===== config.mk =====
export PLATFORM = sky130hd
export DESIGN_NAME = vga_fb_reader_flat
export DESIGN_NICKNAME = d
export VERILOG_FILES = /design/src/rtl/vga_fb_reader_if.sv /design/src/rtl/vga_fb_reader.sv /design/src/flat_wrapper.sv
export SDC_FILE = /design/constraint.sdc
export NUM_CORES = 1
export LEC_CHECK = 0
export ABC_AREA = 1
export BUFFER_PORTS_ARGS = -buffer_cell sky130_fd_sc_hd__buf_4
export CAP_MARGIN = 25
export CORE_ASPECT_RATIO = 1.75
export CORE_MARGIN = 10
export CORE_UTILIZATION = 60
export CTS_BUF_LIST = sky130_fd_sc_hd__clkbuf_16
export DETAILED_ROUTE_END_ITERATION = 12
export PLACE_DENSITY_LB_ADDON = 0.08
export SLEW_MARGIN = 20
export SYNTH_ARGS = -nofsm -noshare
export SYNTH_HDL_FRONTEND = slang
export SYNTH_SLANG_ARGS = --single-unit
export TNS_END_PERCENT = 10

===== constraint.sdc =====
create_clock -name clk -period 2.7 [get_ports clk]
set_clock_uncertainty 0.2 [all_clocks]
set_input_delay 0.405 -clock clk [delete_from_list [all_inputs] [get_ports clk]]
set_output_delay 0.405 -clock clk [all_outputs]
set_load 0.02 [all_outputs]

===== src/rtl/vga_fb_reader_if.sv =====
// vga_fb_reader_if: raster-side and framebuffer-side signals of the framebuffer read stage.
interface vga_fb_reader_if #(parameter int ADDR_BITS = 15);
   logic vg__stall;
   logic [7:0] vg__color;
   logic [ADDR_BITS-1:0] fb__addr;
   logic [7:0] fb__data;
   logic fb__vblank;
   logic rd__desync;
   modport master(input vg__stall, fb__data, output vg__color, fb__addr, fb__vblank, rd__desync);
   modport slave(output vg__stall, fb__data, input vg__color, fb__addr, fb__vblank, rd__desync);
endinterface


===== src/rtl/vga_fb_reader.sv =====
// vga_fb_reader: mirrors the raster counters and fetches 4x-upscaled framebuffer pixels one cycle
// ahead of the core, flagging any disagreement with the core's blanking indicator.
module vga_fb_reader #(
   parameter int HOR_ADDR = 800,
   parameter int HOR_TOTAL = 1040,
   parameter int VER_ADDR = 600,
   parameter int VER_TOTAL = 666,
   parameter int SRC_W = 200,
   parameter int ADDR_BITS = 15
) (
   input logic clk,
   input logic rst,
   vga_fb_reader_if.master bus
);
   localparam logic [10:0] H_ACT = 11'(HOR_ADDR);
   localparam logic [10:0] H_END = 11'(HOR_TOTAL - 1);
   localparam logic [10:0] H_LOAD = 11'(HOR_ADDR - 2);
   localparam logic [9:0] V_ACT = 10'(VER_ADDR);
   localparam logic [9:0] V_END = 10'(VER_TOTAL - 1);
   localparam logic [9:0] V_LAST = 10'(VER_ADDR - 1);
   localparam logic [ADDR_BITS-1:0] ROW_STEP = ADDR_BITS'(SRC_W);
   logic [10:0] h;
   logic [9:0] v;
   logic [1:0] cp, rp;
   logic [7:0] col;
   logic [ADDR_BITS-1:0] rb, addr, next_rb;
   logic pstall, desync;
   assign pstall = (h >= H_ACT) || (v >= V_ACT);
   // rb/rp describe the line the address register points into; they move to the next line two
   // cycles before the end of the active part, when the fetch target leaves the line
   assign next_rb = (v >= V_LAST) ? '0 : rb + ((rp == 2'd3) ? ROW_STEP : '0);
   always_ff @(posedge clk)
      if (rst) begin
         h <= '0;
         v <= '0;
         cp <= '0;
         col <= '0;
         rp <= '0;
         rb <= '0;
         addr <= '0;
         desync <= 1'b0;
      end else begin
         h <= (h == H_END) ? '0 : h + 11'd1;
         if (h == H_END) v <= (v == V_END) ? '0 : v + 10'd1;
         cp <= (h == H_END) ? '0 : cp + 2'd1;
         col <= (h == H_END) ? '0 : (h < H_ACT && cp == 2'd3) ? col + 8'd1 : col;
         // target is h+2; its column is col+1 exactly when the phase is 2 or 3
         if (h < H_LOAD && v < V_ACT) addr <= rb + ADDR_BITS'(col) + ADDR_BITS'(cp[1]);
         else if (h == H_LOAD) begin
            addr <= next_rb;
            rb <= next_rb;
            rp <= (v >= V_LAST) ? '0 : rp + 2'd1;
         end
         desync <= desync | (bus.vg__stall != pstall);
      end
   assign bus.vg__color = pstall ? '0 : bus.fb__data;
   assign bus.fb__addr = addr;
   assign bus.fb__vblank = v >= V_ACT;
   assign bus.rd__desync = desync;
endmodule

===== src/flat_wrapper.sv =====
// flat-port wrapper written by rule: the top's interface ports become plain ports
module vga_fb_reader_flat 
#(
   parameter int HOR_ADDR = 800,
   parameter int HOR_TOTAL = 1040,
   parameter int VER_ADDR = 600,
   parameter int VER_TOTAL = 666,
   parameter int SRC_W = 200,
   parameter int ADDR_BITS = 15
)
  (clk, rst, bus_vg__stall, bus_fb__data, bus_vg__color, bus_fb__addr, bus_fb__vblank, bus_rd__desync);
  vga_fb_reader_if #(.ADDR_BITS(ADDR_BITS)) bus_i ();
  input logic clk;
  input logic rst;
  input wire logic [$bits(bus_i.vg__stall)-1:0] bus_vg__stall;
  input wire logic [$bits(bus_i.fb__data)-1:0] bus_fb__data;
  output wire logic [$bits(bus_i.vg__color)-1:0] bus_vg__color;
  output wire logic [$bits(bus_i.fb__addr)-1:0] bus_fb__addr;
  output wire logic [$bits(bus_i.fb__vblank)-1:0] bus_fb__vblank;
  output wire logic [$bits(bus_i.rd__desync)-1:0] bus_rd__desync;
  assign bus_i.vg__stall = bus_vg__stall;
  assign bus_i.fb__data = bus_fb__data;
  assign bus_vg__color = bus_i.vg__color;
  assign bus_fb__addr = bus_i.fb__addr;
  assign bus_fb__vblank = bus_i.fb__vblank;
  assign bus_rd__desync = bus_i.rd__desync;
  vga_fb_reader #(.HOR_ADDR(HOR_ADDR), .HOR_TOTAL(HOR_TOTAL), .VER_ADDR(VER_ADDR), .VER_TOTAL(VER_TOTAL), .SRC_W(SRC_W), .ADDR_BITS(ADDR_BITS)) u_core (.clk(clk), .rst(rst), .bus(bus_i));
endmodule

==> impl_metrics.yaml <==
global_routing:
  grt_max_degree: 21
  grt-ovfl-total: 0
  track_usage_pct: 20.6
  antenna_found_initial: 0
  grt_pass1_wl_um: 16700
  grt_pass1_vias: 3841
run_status:
  status: "complete, no violations"
die:
  pin_count: 36
  die_h_um: 127
  die_area_sq_um: 10200
  core_sq_um: 6280
  die_w_um: 80.9
  start_util_pct: 62.1
  row_count: 38
yosys:
  synth_top_area_cell: "dfxtp_1"
  synth_top_area_share_pct: 32.9
  synth_cells: 587
  synthTopCellsByArea: "dfxtp_1 33%, nand2_1 15%, inv_1 7.7%"
  syn_nets: 617
  synth-warning-count: 0
  synth-seq-cells: 64
  ys_types: 41
  ys_seq_area_share_pct: 32.9
  netlist_area_sq_um: 3900
  syn_area_per_cell_sq_um: 6.64
timing:
  finalCritPeriodShare_pct: 88.7
  setup_violations: 0
  worst_hold_slack_ps: 216
  max_freq_ghz: 0.417
  setup_tns_ps: 0
  worst_slew_pin_slew_ps: 476
  setup_slack_ps: 304
  max-slew-margin-rel_pct: 68.3
  hold_viol: 0
  rsz0062_at_grt: "no"
  period_minus_slack_ps: 2400
  maxSlewViolCount: 0
power:
  power-per-cell-area_nw_per_um2: 503
  clock_power_share_pct: 53.6
  vdd_ir_drop_max_uv: 447
  swShare_pct: 21.4
  internal-power_mw: 1.79
  p_switching_uw: 489
  power_leakage_nw: 2.25
  combPwrFrac_pct: 4.1
  seqPwrFrac_pct: 42.3
critical_path:
  critPathKind: "register to register"
  path_max_fanout: 3
  crit_required_ps: 2730
  end_kind: "register"
  startpoint_type: "register"
  arrival_ps: 2430
  rr_startpoint: "u_core.rb[0]$_SDFFE_PP0P_"
  reg2reg_depth: 12
  ff2ff_setup_slack_ps: 300
  r2r-end: "u_core.bus.fb__addr[8]$_SDFFE_PP0P_"
clock_tree:
  htree_levels: 3
  clock_sinks: 64
  clk-insertion-delay-late_ps: 330
  cts-root-buf: "clkbuf_16"
  clock_path_buffers: 2
  post_cts_buffers: 0
  clk_pin_slew_worst_paths_ps: 50
  cts_made_buffers: 9
  cts_tree: "yes"
  cts_resized: 0
  cts_hold_buf: 0
drt:
  via_per_inst: 5.44
  drt_iter0_markers: 183
  first_pass_iters: 5
  ant_nets: 0
  drc: 0
  wl_um: 10300
  wl_per_cell_um: 14.5
  vias: 3869
min_path:
  hold_path_class: "register to register"
  worstHoldPathCells: 1
  hp-start: "u_core.cp[0]$_SDFF_PP0_"
  hold_end: "u_core.cp[0]$_SDFF_PP0_"
cells_and_area:
  final-seq-area_sq_um: 1280
  drive_gt1_share_pct: 12.2
  fin_nets: 656
  diodes: 0
  fillCellCount: 578
  fin_util_pct: 72.2
  areaGrowthSynthToFinish_pct: 16.4
  multi_input_area_sq_um: 2240
place:
  pre_cts_slack_ps: 328
  port_buffers: 35
  hpwl_um: 7860
  place_congestion: 0.977
job:
  max-cap-violations: 0
## final cells by class
class / count / area share, %
Sequential cell: 64 / 28.3
Clock inverter: 7 / 1.96
Clock buffer: 9 / 4.97
Timing Repair Buffer: 36 / 5.96
Tap cell: 80 / 2.21
Multi-Input combinational cell: 428 / 49.4
Inverter: 87 / 7.20
## routing by layer
metal | track usage (%) | part of all wire (%)
met1 | 17.0 | 33
met2 | 39.9 | 57
met3 | 3.68 | 3.8
met4 | 15.9 | 6.3
met5 | 0 | 0
## flip-flops by register name, indices dropped and copies added, names as in the netlist
name	cells
u_core.col	8
u_core.rb	15
u_core.bus.fb__addr	15
u_core.v	10
u_core.cp	2
u_core.bus.rd__desync	1
u_core.rp	2
u_core.h	11
## power by group through the flow
stage	sequential, mW	combinational [mW]	clock, mW
after floorplan	0.988	0.0504	0
after global placement	0.985	0.0929	0
after detailed placement	0.985	0.0951	0
after CTS	0.965	0.0958	1.23
after global routing	0.966	0.104	1.27
final	0.965	0.0938	1.22
## worst max-delay path, cell delays in order, from the launching register on
cell	delay [ps]
dfxtp_1	330
fa_1	470
fa_1	420
nand2_1	90
nand2_1	90
and2_1	170
nand2_1	60
nand2_1	90
xor2_1	150
nand2_1	70
nand3_1	60
nand2_1	60
inv_1	30
## logic make-up after synthesis
logic type      share of synthesized area (%)
fa+ha+maj                                6.49
buf+inv                                  9.57
flops                                    32.9
simple gates                             39.0
compound gates                           8.06
xor+xnor                                 4.05
## worst max-delay path by stage
| stage | start | endpoint | slack [ps] | cells after the start |
|---|---|---|---|---|
| 2_1_floorplan | u_core.rb[0]$_SDFFE_PP0P_ | u_core.bus.fb__addr[8]$_SDFFE_PP0P_ | 490 | 12 |
| 3_3_place_gp | u_core.rb[0]$_SDFFE_PP0P_ | u_core.bus.fb__addr[8]$_SDFFE_PP0P_ | 340 | 12 |
| 3_5_place_dp | u_core.rb[0]$_SDFFE_PP0P_ | u_core.bus.fb__addr[8]$_SDFFE_PP0P_ | 330 | 12 |
| 4_1_cts | u_core.rb[0]$_SDFFE_PP0P_ | u_core.bus.fb__addr[8]$_SDFFE_PP0P_ | 310 | 12 |
| 5_1_grt | u_core.rb[0]$_SDFFE_PP0P_ | u_core.bus.fb__addr[8]$_SDFFE_PP0P_ | 150 | 12 |
| 6_report | u_core.rb[0]$_SDFFE_PP0P_ | u_core.bus.fb__addr[8]$_SDFFE_PP0P_ | 300 | 12 |
## per-stage QoR
step	total power, mW	instance area [sq um]	std cells
floorplan	1.04	3900	587
global placement	1.08	4220	695
detailed placement	1.08	4220	695
CTS	2.30	4530	711
global route	2.35	4530	711
finish	2.28	4530	711
## Yosys cell counts, drive strengths merged
library cell    n
nor2           76
nand3          54
a21boi          1
clkbuf          3
nand4          12
a21o            1
a21oi          30
nand2         165
o21ai          11
or2             5
o22ai           2
buf             5
nor3           10
a22oi           1
nor3b           7
xor2           14
o31ai           1
ha             17
xnor2           4
o211ai          3
o21a            1
nand3b          4
dfxtp          64
and2            3
inv            87
fa              2
a31oi           4
## placed cells by master, fill, tap and decap left out, types with 4 or more instances in the layout
cell,n
nor2_1,73
a31oi_1,4
xor2_1,14
buf_4,36
nand3_1,53
a21oi_1,29
dfxtp_1,64
nor3_1,7
nand2_1,159
clkbuf_16,9
o21ai_0,11
nand4_1,11
inv_1,82
xnor2_1,4
inv_2,7
ha_1,17
nand3b_1,4
nand2_2,5
nor3b_1,6
or2_2,4
Power figures use the tool's default switching activity.
